## src/rtl/avalon_pkg.sv

```systemverilog
// rtl/avalon_pkg.sv - shared FSM type and bus constants for the Avalon burst reader
package avalon_pkg;

  typedef enum logic [1:0] {IDLE, REQ, DATA, FIN} burst_reader_state_t;

  localparam int         AVALON_DATA_W = 32;
  localparam logic [3:0] AVALON_BE_ALL = 4'hF;

endpackage

```

## src/rtl/avalon_if.sv

```systemverilog
// rtl/avalon_if.sv - Avalon-MM bus bundle with host and agent views
interface avalon_if #(
  parameter int BURSTCOUNT_W = 4
) (
  input logic clk
);

  logic [31:0]             address;
  logic                    read;
  logic                    write;
  logic [BURSTCOUNT_W-1:0] burstcount;
  logic [3:0]              byteenable;
  logic                    waitrequest;
  logic [31:0]             readdata;
  logic                    readdatavalid;

  modport host (
    input  clk, waitrequest, readdata, readdatavalid,
    output address, read, write, burstcount, byteenable
  );

  modport agent (
    input  clk, address, read, write, burstcount, byteenable,
    output waitrequest, readdata, readdatavalid
  );

endinterface

```

## src/rtl/sync_fifo.sv

```systemverilog
// rtl/sync_fifo.sv - single-clock FIFO with occupancy count and zeroed output when empty
module sync_fifo #(
  parameter int DW = 32,
  parameter int AW = 4
) (
  input  logic          clk,
  input  logic          reset,
  input  logic          push,
  input  logic          pop,
  input  logic [DW-1:0] din,
  output logic [DW-1:0] dout,
  output logic          empty,
  output logic          full,
  output logic [AW:0]   count
);

  localparam logic [AW:0] DEPTH = (AW + 1)'(2 ** AW);

  logic [DW-1:0] r_mem [2**AW];
  logic [AW-1:0] r_wr_ptr;
  logic [AW-1:0] r_rd_ptr;
  logic [AW:0]   r_count;
  logic          w_push;
  logic          w_pop;

  assign empty  = (r_count == '0);
  assign full   = (r_count == DEPTH);
  assign count  = r_count;
  assign w_pop  = pop && !empty;
  // a full FIFO still accepts a push when a pop frees a slot in the same cycle
  assign w_push = push && (!full || w_pop);
  assign dout   = empty ? '0 : r_mem[r_rd_ptr];

  // storage array; contents need no reset because pointers define validity
  always_ff @(posedge clk) begin
    if (w_push) r_mem[r_wr_ptr] <= din;
  end

  // pointers and occupancy count
  always_ff @(posedge clk) begin
    if (reset) begin
      r_wr_ptr <= '0;
      r_rd_ptr <= '0;
      r_count  <= '0;
    end else begin
      if (w_push) r_wr_ptr <= r_wr_ptr + 1'b1;
      if (w_pop)  r_rd_ptr <= r_rd_ptr + 1'b1;
      case ({w_push, w_pop})
        2'b10:   r_count <= r_count + 1'b1;
        2'b01:   r_count <= r_count - 1'b1;
        default: r_count <= r_count;
      endcase
    end
  end

  // upstream space reservation must make a push into a full FIFO impossible
  assert property (@(posedge clk) disable iff (reset) !(push && full));

endmodule

```

## src/rtl/avalon_burst_reader.sv

```systemverilog
// rtl/avalon_burst_reader.sv - Avalon-MM burst-read host feeding a stream FIFO (optional AVALON_BURST_READER_STATS_EN)
module avalon_burst_reader
  import avalon_pkg::*;
#(
  parameter int BURSTCOUNT_W = 4,
  parameter int FIFO_AW      = 4,
  parameter int LEN_W        = 16
) (
  input  logic                     clk,
  input  logic                     reset,
  input  logic                     start,
  input  logic [31:0]              base_addr,
  input  logic [LEN_W-1:0]         length,
  output logic                     busy,
  output logic                     done,
  output logic [AVALON_DATA_W-1:0] out_data,
  output logic                     out_valid,
  input  logic                     out_ready,
`ifdef AVALON_BURST_READER_STATS_EN
  output logic [15:0]              stat_bursts,
  output logic [15:0]              stat_wait_cycles,
`endif
  avalon_if.host                   avalon_h
);

  localparam int                MAX_BURST  = 2 ** (BURSTCOUNT_W - 1);
  localparam logic [FIFO_AW:0]  FIFO_DEPTH = (FIFO_AW + 1)'(2 ** FIFO_AW);
  localparam logic [FIFO_AW:0]  COUNT_ONE  = (FIFO_AW + 1)'(1);

  burst_reader_state_t r_state, w_state_nxt;

  logic [29:0]             r_waddr, w_waddr_nxt;
  logic [LEN_W-1:0]        r_remaining, w_remaining_nxt;
  logic [BURSTCOUNT_W-1:0] r_beats, w_beats_nxt;
  logic                    r_read, w_read_nxt;
  logic [31:0]             r_addr, w_addr_nxt;
  logic [BURSTCOUNT_W-1:0] r_burstcount, w_burstcount_nxt;
  logic                    r_busy, w_busy_nxt;
  logic                    r_done, w_done_nxt;
  logic                    w_start_acc;

  logic                    w_push, w_pop, w_empty, w_full;
  logic [FIFO_AW:0]        w_count, w_free;
  logic [BURSTCOUNT_W-1:0] w_bsz;
  logic                    w_space_ok;
  logic                    w_unused;

  function automatic logic [BURSTCOUNT_W-1:0] f_bsz(input logic [LEN_W-1:0] rem);
    if (rem < LEN_W'(MAX_BURST)) return BURSTCOUNT_W'(rem);
    return BURSTCOUNT_W'(MAX_BURST);
  endfunction

  assign w_push     = (r_state == DATA) && avalon_h.readdatavalid;
  assign w_pop      = out_valid && out_ready;
  assign w_free     = FIFO_DEPTH - w_count;
  // in IDLE the next burst is sized from the incoming length, otherwise from what is left
  assign w_bsz      = (r_state == IDLE) ? f_bsz(length) : f_bsz(r_remaining);
  assign w_space_ok = 32'(w_bsz) <= 32'(w_free);
  assign w_unused   = ^{base_addr[1:0], w_full};

  sync_fifo #(
    .DW (AVALON_DATA_W),
    .AW (FIFO_AW)
  ) u_fifo (
    .clk   (clk),
    .reset (reset),
    .push  (w_push),
    .pop   (w_pop),
    .din   (avalon_h.readdata),
    .dout  (out_data),
    .empty (w_empty),
    .full  (w_full),
    .count (w_count)
  );

  // next-state and next-register values for the burst sequencer
  always_comb begin
    w_state_nxt      = r_state;
    w_waddr_nxt      = r_waddr;
    w_remaining_nxt  = r_remaining;
    w_beats_nxt      = r_beats;
    w_read_nxt       = r_read;
    w_addr_nxt       = r_addr;
    w_burstcount_nxt = r_burstcount;
    w_busy_nxt       = r_busy;
    w_done_nxt       = 1'b0;
    w_start_acc      = 1'b0;
    case (r_state)
      IDLE: begin
        if (start) begin
          w_start_acc     = 1'b1;
          w_busy_nxt      = 1'b1;
          w_waddr_nxt     = base_addr[31:2];
          w_remaining_nxt = length;
          if (length == '0) begin
            w_state_nxt = FIN;
          end else begin
            w_state_nxt = REQ;
            if (w_space_ok) begin
              w_read_nxt       = 1'b1;
              w_addr_nxt       = {base_addr[31:2], 2'b00};
              w_burstcount_nxt = w_bsz;
              w_beats_nxt      = w_bsz;
            end
          end
        end
      end
      REQ: begin
        if (!r_read) begin
          if (w_space_ok) begin
            w_read_nxt       = 1'b1;
            w_addr_nxt       = {r_waddr, 2'b00};
            w_burstcount_nxt = w_bsz;
            w_beats_nxt      = w_bsz;
          end
        end else if (!avalon_h.waitrequest) begin
          w_read_nxt  = 1'b0;
          w_state_nxt = DATA;
        end
      end
      DATA: begin
        if (avalon_h.readdatavalid) begin
          w_beats_nxt = r_beats - 1'b1;
          if (r_beats == BURSTCOUNT_W'(1)) begin
            w_remaining_nxt = r_remaining - LEN_W'(r_burstcount);
            w_waddr_nxt     = r_waddr + 30'(r_burstcount);
            w_state_nxt     = (w_remaining_nxt == '0) ? FIN : REQ;
          end
        end
      end
      FIN: begin
        // look one pop ahead so done lands in the cycle right after the last word leaves
        if (w_count == '0 || (w_count == COUNT_ONE && w_pop)) begin
          w_done_nxt  = 1'b1;
          w_busy_nxt  = 1'b0;
          w_state_nxt = IDLE;
        end
      end
      default: w_state_nxt = IDLE;
    endcase
  end

  // FSM state register
  always_ff @(posedge clk) begin
    if (reset) r_state <= IDLE;
    else       r_state <= w_state_nxt;
  end

  // registered bus request, transfer bookkeeping and status outputs
  always_ff @(posedge clk) begin
    if (reset) begin
      r_waddr      <= '0;
      r_remaining  <= '0;
      r_beats      <= '0;
      r_read       <= 1'b0;
      r_addr       <= '0;
      r_burstcount <= BURSTCOUNT_W'(1);
      r_busy       <= 1'b0;
      r_done       <= 1'b0;
    end else begin
      r_waddr      <= w_waddr_nxt;
      r_remaining  <= w_remaining_nxt;
      r_beats      <= w_beats_nxt;
      r_read       <= w_read_nxt;
      r_addr       <= w_addr_nxt;
      r_burstcount <= w_burstcount_nxt;
      r_busy       <= w_busy_nxt;
      r_done       <= w_done_nxt;
    end
  end

`ifdef AVALON_BURST_READER_STATS_EN
  logic [15:0] r_stat_bursts;
  logic [15:0] r_stat_wait;

  // saturating counters of accepted bursts and bus wait cycles, cleared per transfer
  always_ff @(posedge clk) begin
    if (reset || w_start_acc) begin
      r_stat_bursts <= '0;
      r_stat_wait   <= '0;
    end else begin
      if (r_read && !avalon_h.waitrequest && r_stat_bursts != 16'hFFFF)
        r_stat_bursts <= r_stat_bursts + 16'd1;
      if (r_read && avalon_h.waitrequest && r_stat_wait != 16'hFFFF)
        r_stat_wait <= r_stat_wait + 16'd1;
    end
  end

  assign stat_bursts      = r_stat_bursts;
  assign stat_wait_cycles = r_stat_wait;
`endif

  assign avalon_h.read       = r_read;
  assign avalon_h.write      = 1'b0;
  assign avalon_h.address    = r_addr;
  assign avalon_h.burstcount = r_burstcount;
  assign avalon_h.byteenable = AVALON_BE_ALL;
  assign busy                = r_busy;
  assign done                = r_done;
  assign out_valid           = !w_empty;

endmodule

```

## src/flat_wrapper.sv

```systemverilog
// flat-port wrapper written by rule: the top's interface ports become plain ports
module avalon_burst_reader_flat import avalon_pkg::*;
#(
  parameter int BURSTCOUNT_W = 4,
  parameter int FIFO_AW      = 4,
  parameter int LEN_W        = 16
)
  (clk, reset, start, base_addr, length, busy, done, out_data, out_valid, out_ready, avalon_h_waitrequest, avalon_h_readdata, avalon_h_readdatavalid, avalon_h_address, avalon_h_read, avalon_h_write, avalon_h_burstcount, avalon_h_byteenable);
  avalon_if #(.BURSTCOUNT_W(BURSTCOUNT_W)) avalon_h_i (.clk(clk));
  input  logic clk;
  input  logic reset;
  input  logic start;
  input  logic [31:0] base_addr;
  input  logic [LEN_W-1:0] length;
  output logic busy;
  output logic done;
  output logic [AVALON_DATA_W-1:0] out_data;
  output logic out_valid;
  input  logic out_ready;
  input wire logic [$bits(avalon_h_i.waitrequest)-1:0] avalon_h_waitrequest;
  input wire logic [$bits(avalon_h_i.readdata)-1:0] avalon_h_readdata;
  input wire logic [$bits(avalon_h_i.readdatavalid)-1:0] avalon_h_readdatavalid;
  output wire logic [$bits(avalon_h_i.address)-1:0] avalon_h_address;
  output wire logic [$bits(avalon_h_i.read)-1:0] avalon_h_read;
  output wire logic [$bits(avalon_h_i.write)-1:0] avalon_h_write;
  output wire logic [$bits(avalon_h_i.burstcount)-1:0] avalon_h_burstcount;
  output wire logic [$bits(avalon_h_i.byteenable)-1:0] avalon_h_byteenable;
  assign avalon_h_i.waitrequest = avalon_h_waitrequest;
  assign avalon_h_i.readdata = avalon_h_readdata;
  assign avalon_h_i.readdatavalid = avalon_h_readdatavalid;
  assign avalon_h_address = avalon_h_i.address;
  assign avalon_h_read = avalon_h_i.read;
  assign avalon_h_write = avalon_h_i.write;
  assign avalon_h_burstcount = avalon_h_i.burstcount;
  assign avalon_h_byteenable = avalon_h_i.byteenable;
  avalon_burst_reader #(.BURSTCOUNT_W(BURSTCOUNT_W), .FIFO_AW(FIFO_AW), .LEN_W(LEN_W)) u_core (.clk(clk), .reset(reset), .start(start), .base_addr(base_addr), .length(length), .busy(busy), .done(done), .out_data(out_data), .out_valid(out_valid), .out_ready(out_ready), .avalon_h(avalon_h_i));
endmodule
```

## config.mk

```make
export PLATFORM = sky130hd
export DESIGN_NAME = avalon_burst_reader_flat
export DESIGN_NICKNAME = d
export VERILOG_FILES = /design/src/rtl/avalon_pkg.sv /design/src/rtl/avalon_if.sv /design/src/rtl/sync_fifo.sv /design/src/rtl/avalon_burst_reader.sv /design/src/flat_wrapper.sv
export SDC_FILE = /design/constraint.sdc
export NUM_CORES = 1
export LEC_CHECK = 0
export CAP_MARGIN = 10
export CORE_MARGIN = 2
export CORE_UTILIZATION = 42
export CTS_CLUSTER_DIAMETER = 30
export DETAILED_ROUTE_END_ITERATION = 16
export GPL_TIMING_DRIVEN = 0
export PLACE_DENSITY = 0.66
export SYNTH_ARGS = -nofsm -noshare
export SYNTH_HDL_FRONTEND = slang
export SYNTH_SLANG_ARGS = --single-unit
```

## constraint.sdc

```tcl
create_clock -name clk -period 5.41 [get_ports clk]
set_input_delay 0.8115 -clock clk [delete_from_list [all_inputs] [get_ports clk]]
set_output_delay 0.8115 -clock clk [all_outputs]
set_load 0.03 [all_outputs]
```

* After elaboration in Yosys (flattened, before gate mapping)
Memories as Yosys holds them, arrays and structs flattened. A register that Yosys moved wholly into a read port is not among the register bits.
Index checks and enable logic that the tools add are counted.
** Cells by class
- Add/sub/neg operators :: 8
- $lt $le $gt $ge :: 3
- Eq/ne operators :: 18
- Mux-type cells :: 58
- Bitwise gates (word level) :: 1
- Reductions and logical operators :: 26
** Operators with widths (count)
- $mux W32 :: 6
- $mux W30 :: 3
- $mux W4 :: 16
- $pmux W32 S2 :: 1
- $pmux W30 S2 :: 1
- $mux W16 :: 3
- $logic_not A16 Y1 :: 2
- $lt A16 B4 Y1 const B :: 2
- $pmux W16 S2 :: 1
- $add A30 B4 Y30 :: 1
- $mux W2 :: 8
- $sub A16 B4 Y16 :: 1
- $mux W1 :: 13
- $ne A2 B2 Y1 const B :: 6
- $pmux W4 S3 :: 1
- $reduce_and A4 Y1 :: 3
- $reduce_and A6 Y1 :: 2
- $pmux W5 S2 :: 1
- $add A4 B1 Y4 const B :: 2
- $ne A2 B1 Y1 const B :: 4
- $pmux W2 S4 :: 1
- $pmux W4 S2 :: 1
- $reduce_bool A2 Y1 :: 4
- $eq A2 B2 Y1 const B :: 3
- 20 further kinds :: 28
** Storage, ports and cells
- Register bits after elaboration :: 104
- Bits in writable memories :: 512
- Input bits :: 86
- Output and inout bits :: 77
- Logic and storage cells :: 127
- Memories kept :: 1
** Memory list
- u_core.u_fifo.r_mem :: depth 16, bits a word 32, read ports 1, clocked after memory_dff 1, wr ports 1, RTL line sync_fifo.sv:19 : logic [DW-1:0] r_mem [2**AW];

* Longest topological paths before layout
- Depth in word-level cells :: 9
- Mapped depth :: 14
- Depth with buffers taken out :: 12

* By module
A second synthesis with hierarchy kept.
** Second synthesis, totals
- Cells, all modules :: 1577
- Area total of the unflattened synthesis :: 25839.8 um2
** By module, submodules not included
- sync_fifo :: times used 1, cells each 903, area each 20427.1 um2, sequential area each 15715.1 um2
- avalon_burst_reader :: times used 1, cells each 674, area each 5412.7 um2, sequential area each 1781.7 um2

* Least setup slack after synthesis
Ideal clock, no wire load.
- Path type :: register to register
- Start :: register u_core.u_fifo.r_count[0] (netlist: u_core.u_fifo.count[0])
- End :: memory u_core.u_fifo.r_mem[3][0], enable pin
- Library setup time :: 0.461 ns
- Arrival time :: 4.134 ns
- Data required time :: 4.949 ns
- Setup slack :: 0.815 ns
- Cell stages (with the launch flop) :: 9
- Path buffers :: 0
- Period minus slack after synthesis :: 4.595 ns
- Path through :: dfxtp_1 -> inv_1 -> ha_1 -> and2_1 -> ha_1 -> nand2b_1 -> a21oi_1 -> nand2_1 -> nor3_1
** On the way
- Longest elaborated chain between the ends :: 8
- Elaborated cells between the ends (all ways) :: 10
- Those cells by class :: 1 x eq/ne; 2 x mux; 7 x reduce/logical
** RTL lines
- from (decl) :: RTL line sync_fifo.sv:22 : logic [AW:0] r_count;
- from (signal assigned) :: RTL line sync_fifo.sv:49 : 2'b10: r_count <= r_count + 1'b1;
- from (signal assigned) :: RTL line sync_fifo.sv:50 : 2'b01: r_count <= r_count - 1'b1;
- from (signal assigned) :: RTL line sync_fifo.sv:51 : default: r_count <= r_count;
- $logic_not A5 Y1 :: RTL line sync_fifo.sv:26 : assign empty = (r_count == '0);
- $logic_not A1 Y1 :: RTL line sync_fifo.sv:29, avalon_burst_reader.sv:200
- $logic_and A1 B1 Y1 :: RTL line avalon_burst_reader.sv:54 : assign w_pop = out_valid && out_ready;
- $logic_and A1 B1 Y1 :: RTL line sync_fifo.sv:29 : assign w_pop = pop && !empty;
- $logic_or A1 B1 Y1 (*) :: RTL line sync_fifo.sv:31 : assign w_push = push && (!full || w_pop);
- $logic_and A1 B1 Y1 (*) :: RTL line sync_fifo.sv:31
- $mux W1 (*) :: RTL line sync_fifo.sv:36 : if (w_push) r_mem[r_wr_ptr] <= din;
- $mux W1 (implied by the code) (*) :: RTL line sync_fifo.sv:36
- to (decl) :: RTL line sync_fifo.sv:19
Mark *: on every way between the ends. The rest lies on a longest branch, timed or not.

==> summary.md <==
| Metric | Value |
|---|---|
| Post-route design area | `between 0.03 and 0.04 mm2` |
| Min-Delay Path Class | `flip-flop to flip-flop` |
| Slowest stage cell, crit path | `clkbuf_1` |
| Post-synth top area share | `0.599` |
| Vias in the first global route | `between 15,000 and 20,000` |
| Flop pwr share | `0.331` |
| CP cell instances | `clkbuf_1, clkbuf_1, mux4_2, mux4_2, and2_1, clkdlybuf4s50_1` |
| Worst-path clk slew | `roughly 0.050 ns` |
| Post-synth EDFFs | `just over 500` |
| Main synth FF type | `edfxtp_1` |
| TritonRoute pass-1 iters | `5` |
| Initial antenna violation count | `4` |
| Relative slew slack | `0.265` |
| Post-synth top cells | `512 x edfxtp_1, 160 x mux4_2, 118 x nor2_1, 106 x dfxtp_1, 70 x nand2_1` |
| LEAKAGE | `between 10 and 15 nW` |
| Fin. Hold Viols | `0` |
| CTS tree | `yes` |
| Final worst path period need | `just over 5 ns` |
| Post-route antenna net violation count | `0` |
| Die area | `about 0.063 mm2` |
| Half-perimeter wire length after placement | `roughly 45,000 um` |
| Drt initial violations | `~1,700` |
| CTS root buffer | `clkbuf_16` |
| Std-Cell Rows | `90` |
| Clock H-tree levels | `3` |
| Post-DP Area | `around 0.029 mm2` |
| Register area share after synthesis | `0.682` |
| Power Density | `504 mW/mm2` |
| Status | `complete, no violations` |
| Final WL | `~69,000 um` |
| Kind of critical path | `flip-flop to output port` |
| Share of post-route cells with drive strength above 1 | `0.231` |
| Gr ovfl total | `0` |
| Via/cell ratio | `5.81` |
| Io pins | `163` |
| WL/cell | `approximately 25 um` |
| Critical Path RT | `4.60 ns` |
| Residual DRC count | `0` |
| CP bufs+invs | `3` |
| Pin count of the biggest net entering global routing | `21` |
| Async S/R FF share, synth | `0` |
| Maximum VDD drop | `around 0.0003 V` |
| Diode count | `0` |
| Total CTS buffers | `between 100 and 150` |
| Crit-path max FO | `10` |
| Hold slack | `roughly 0.48 ns` |
| Final period util | `0.943` |
| Gate Count Post-Synth | `about 1,500` |
| Comb power frac | `0.229` |
| Die H | `roughly 250 um` |
| CTS Hold Buffers Added | `0` |
| Slew Viols, Final | `0` |
| Core region area | `0.0604 mm2` |
| First-pass GRT wire length | `slightly above 100,000 um` |
| Avg Cell Area, Syn | `16.6 um2` |
| Chip Width | `between 200 and 300 um` |
| Worst path max stage delay | `~0.75 ns` |
| Critical Path Sink Type | `output port` |
| Port Buffers | `152` |
| Top-count cell post-synth | `edfxtp_1` |
| FMAX | `about 200 MHz` |
| Clock Skew | `around 0.035 ns` |
| Tightest Pin Transition | `about 1.1 ns` |
| Max clock buf depth | `3` |
| Area Growth Syn to Fin | `27.6%` |
| GRT Total Usage | `0.221` |
| Placer Congestion | `about 0.9` |
| Startpoint Class | `flip-flop` |
| Max Cap Viol | `0` |
| Post-CTS Setup Inserts | `0` |
| Largest cells by area after synthesis | `edfxtp_1 60%, mux4_2 14%, dfxtp_1 8.3%` |
| Cell Area, Synth | `about 0.026 mm2` |
| Final net count | `1,960` |
| Flops & latches, synth | `approximately 600` |
| Distinct cells, synth | `between 70 and 80` |
| Insertion delay to the later sink of the worst-skew pair | `between 0.6 and 0.7 ns` |
| CP arrival | `approximately 4.3 ns` |
| Post-CTS Resized | `0` |
| Vias | `15,900` |
| CTS Sinks | `618` |
| Critical path's top delay family | `buffers and inverters` |
| Sw Share | `0.291` |
| Clk network pwr share | `0.440` |
| Internal power | `about 0.012 W` |
| Synth warnings | `0` |
| Dominant cell type by area after synthesis | `edfxtp_1` |
| Starting density of the core | `0.425` |
| Final setup viols | `0` |
| Psw | `0.00481 W` |
| RSZ-0062 raised after global routing | `no` |
[cell usage in the layout, fill, tap and decap left out, types with 12 or more instances in the layout]
master           netlist  layout
o21ai_0               30      30
mux2i_1               29      29
clkdlybuf4s50_1        0     152
mux4_2               160     160
a21oi_1               64      64
clkinv_2               0      14
dfxtp_1              106     106
nor3_1                23      19
buf_6                  0      16
bufinv_16              0      16
nor2_1               118     106
and2_1                36      36
nor2_4                 0      12
a211oi_1              40      40
nand2_1               70      70
clkbuf_1              59      71
nand3_1               15      15
inv_1                 26      26
a31oi_1               12      12
inv_6                  0      17
buf_2                 25      25
clkbuf_16              0     113
ha_1                  24      24
edfxtp_1             512     512
[per-layer routing]
layer,vias up,routed length (um),global-route usage
met3,140,5420,0.0497
li1,6844,-,-
met1,8143,27200,0.280
met5,-,55,0
met4,8,1900,0.0789
met2,729,34900,0.376
[layout make-up]
type                            count  area [um2]
Clock buffer                      132        2970
Timing Repair Buffer              180        1990
Tap cell                          782         978
Sequential cell                   618       17500
Multi-Input combinational cell    809        7760
Buffer                             99         444
Clock inverter                     83        1020
Inverter                           27         101
Fill cell                        4692       27600
[power groups by stage]
stage | logic [W] | clock network (W) | registers (W)
final | 0.00379 | 0.00727 | 0.00546
after global routing | 0.00405 | 0.00756 | 0.00548
after CTS | 0.00382 | 0.00734 | 0.00546
after detailed placement | 0.00380 | 0 | 0.00555
after global placement | 0.00374 | 0 | 0.00554
after floorplan | 0.00233 | 0 | 0.00567
[worst paths after layout]
| kind | start | slack (ns) | endpoint | cells past startpoint |
|---|---|---|---|---|
| setup / recovery | flip-flop | 0.31 | out_data[27] | 6 |
| hold reg to reg | u_core.r_remaining[2] | 0.48 | u_core.r_remaining[2] | 2 |
| hold / removal | u_core.r_remaining[2] | 0.48 | u_core.r_remaining[2] | 2 |
| setup reg to reg | u_core.r_remaining[7] | 1.60 | u_core.avalon_h.address[21] | 13 |
[state kept, by name, indices dropped and copies added (netlist names), named ones only]
register                    count
u_core.avalon_h.address        30
u_core.avalon_h.burstcount      4
u_core.avalon_h.read            1
u_core.busy                     1
u_core.done                     1
u_core.r_beats                  4
u_core.r_remaining             16
u_core.r_state                  2
u_core.r_waddr                 30
u_core.u_fifo.count             5
u_core.u_fifo.r_mem           512
u_core.u_fifo.r_rd_ptr          4
u_core.u_fifo.r_wr_ptr          4
[through the flow]
stage               std cells  power (W)  setup slack, ns  utilization  TNS, ns
finish                   2730     0.0165            0.311        0.543        0
global route             2730     0.0171            0.252        0.543        0
CTS                      2730     0.0166            0.321        0.543        0
detailed placement       2515    0.00935             1.03        0.477        0
global placement         2487    0.00928            -2.28        0.467  -454.76
floorplan                1553    0.00799            0.815            -        0
[cell families (layout without fill, tap and decap cells)]
group                    after synthesis  count (layout)  share of synthesized area
multiplexers                         189             189                      0.152
flip-flops                           618             618                      0.682
other                                  2               7                   0.000293
AO/OA/AOI/OAI                        232             232                     0.0606
adder cells (fa/ha/maj)               26              26                     0.0133
XOR/XNOR                              18              18                    0.00614
buffers and inverters                126             521                     0.0213
AND/OR/NAND/NOR                      337             337                     0.0652
[worst reg2reg max path: cells and delay by family (launching register included)]
family          cells  cell delay, ns
compound gates      5            0.90
fa+ha+maj           1            0.30
buf+inv             2            0.60
flops               1            0.37
simple gates        5            1.53
No activity file was read; power rests on OpenSTA's default activity.
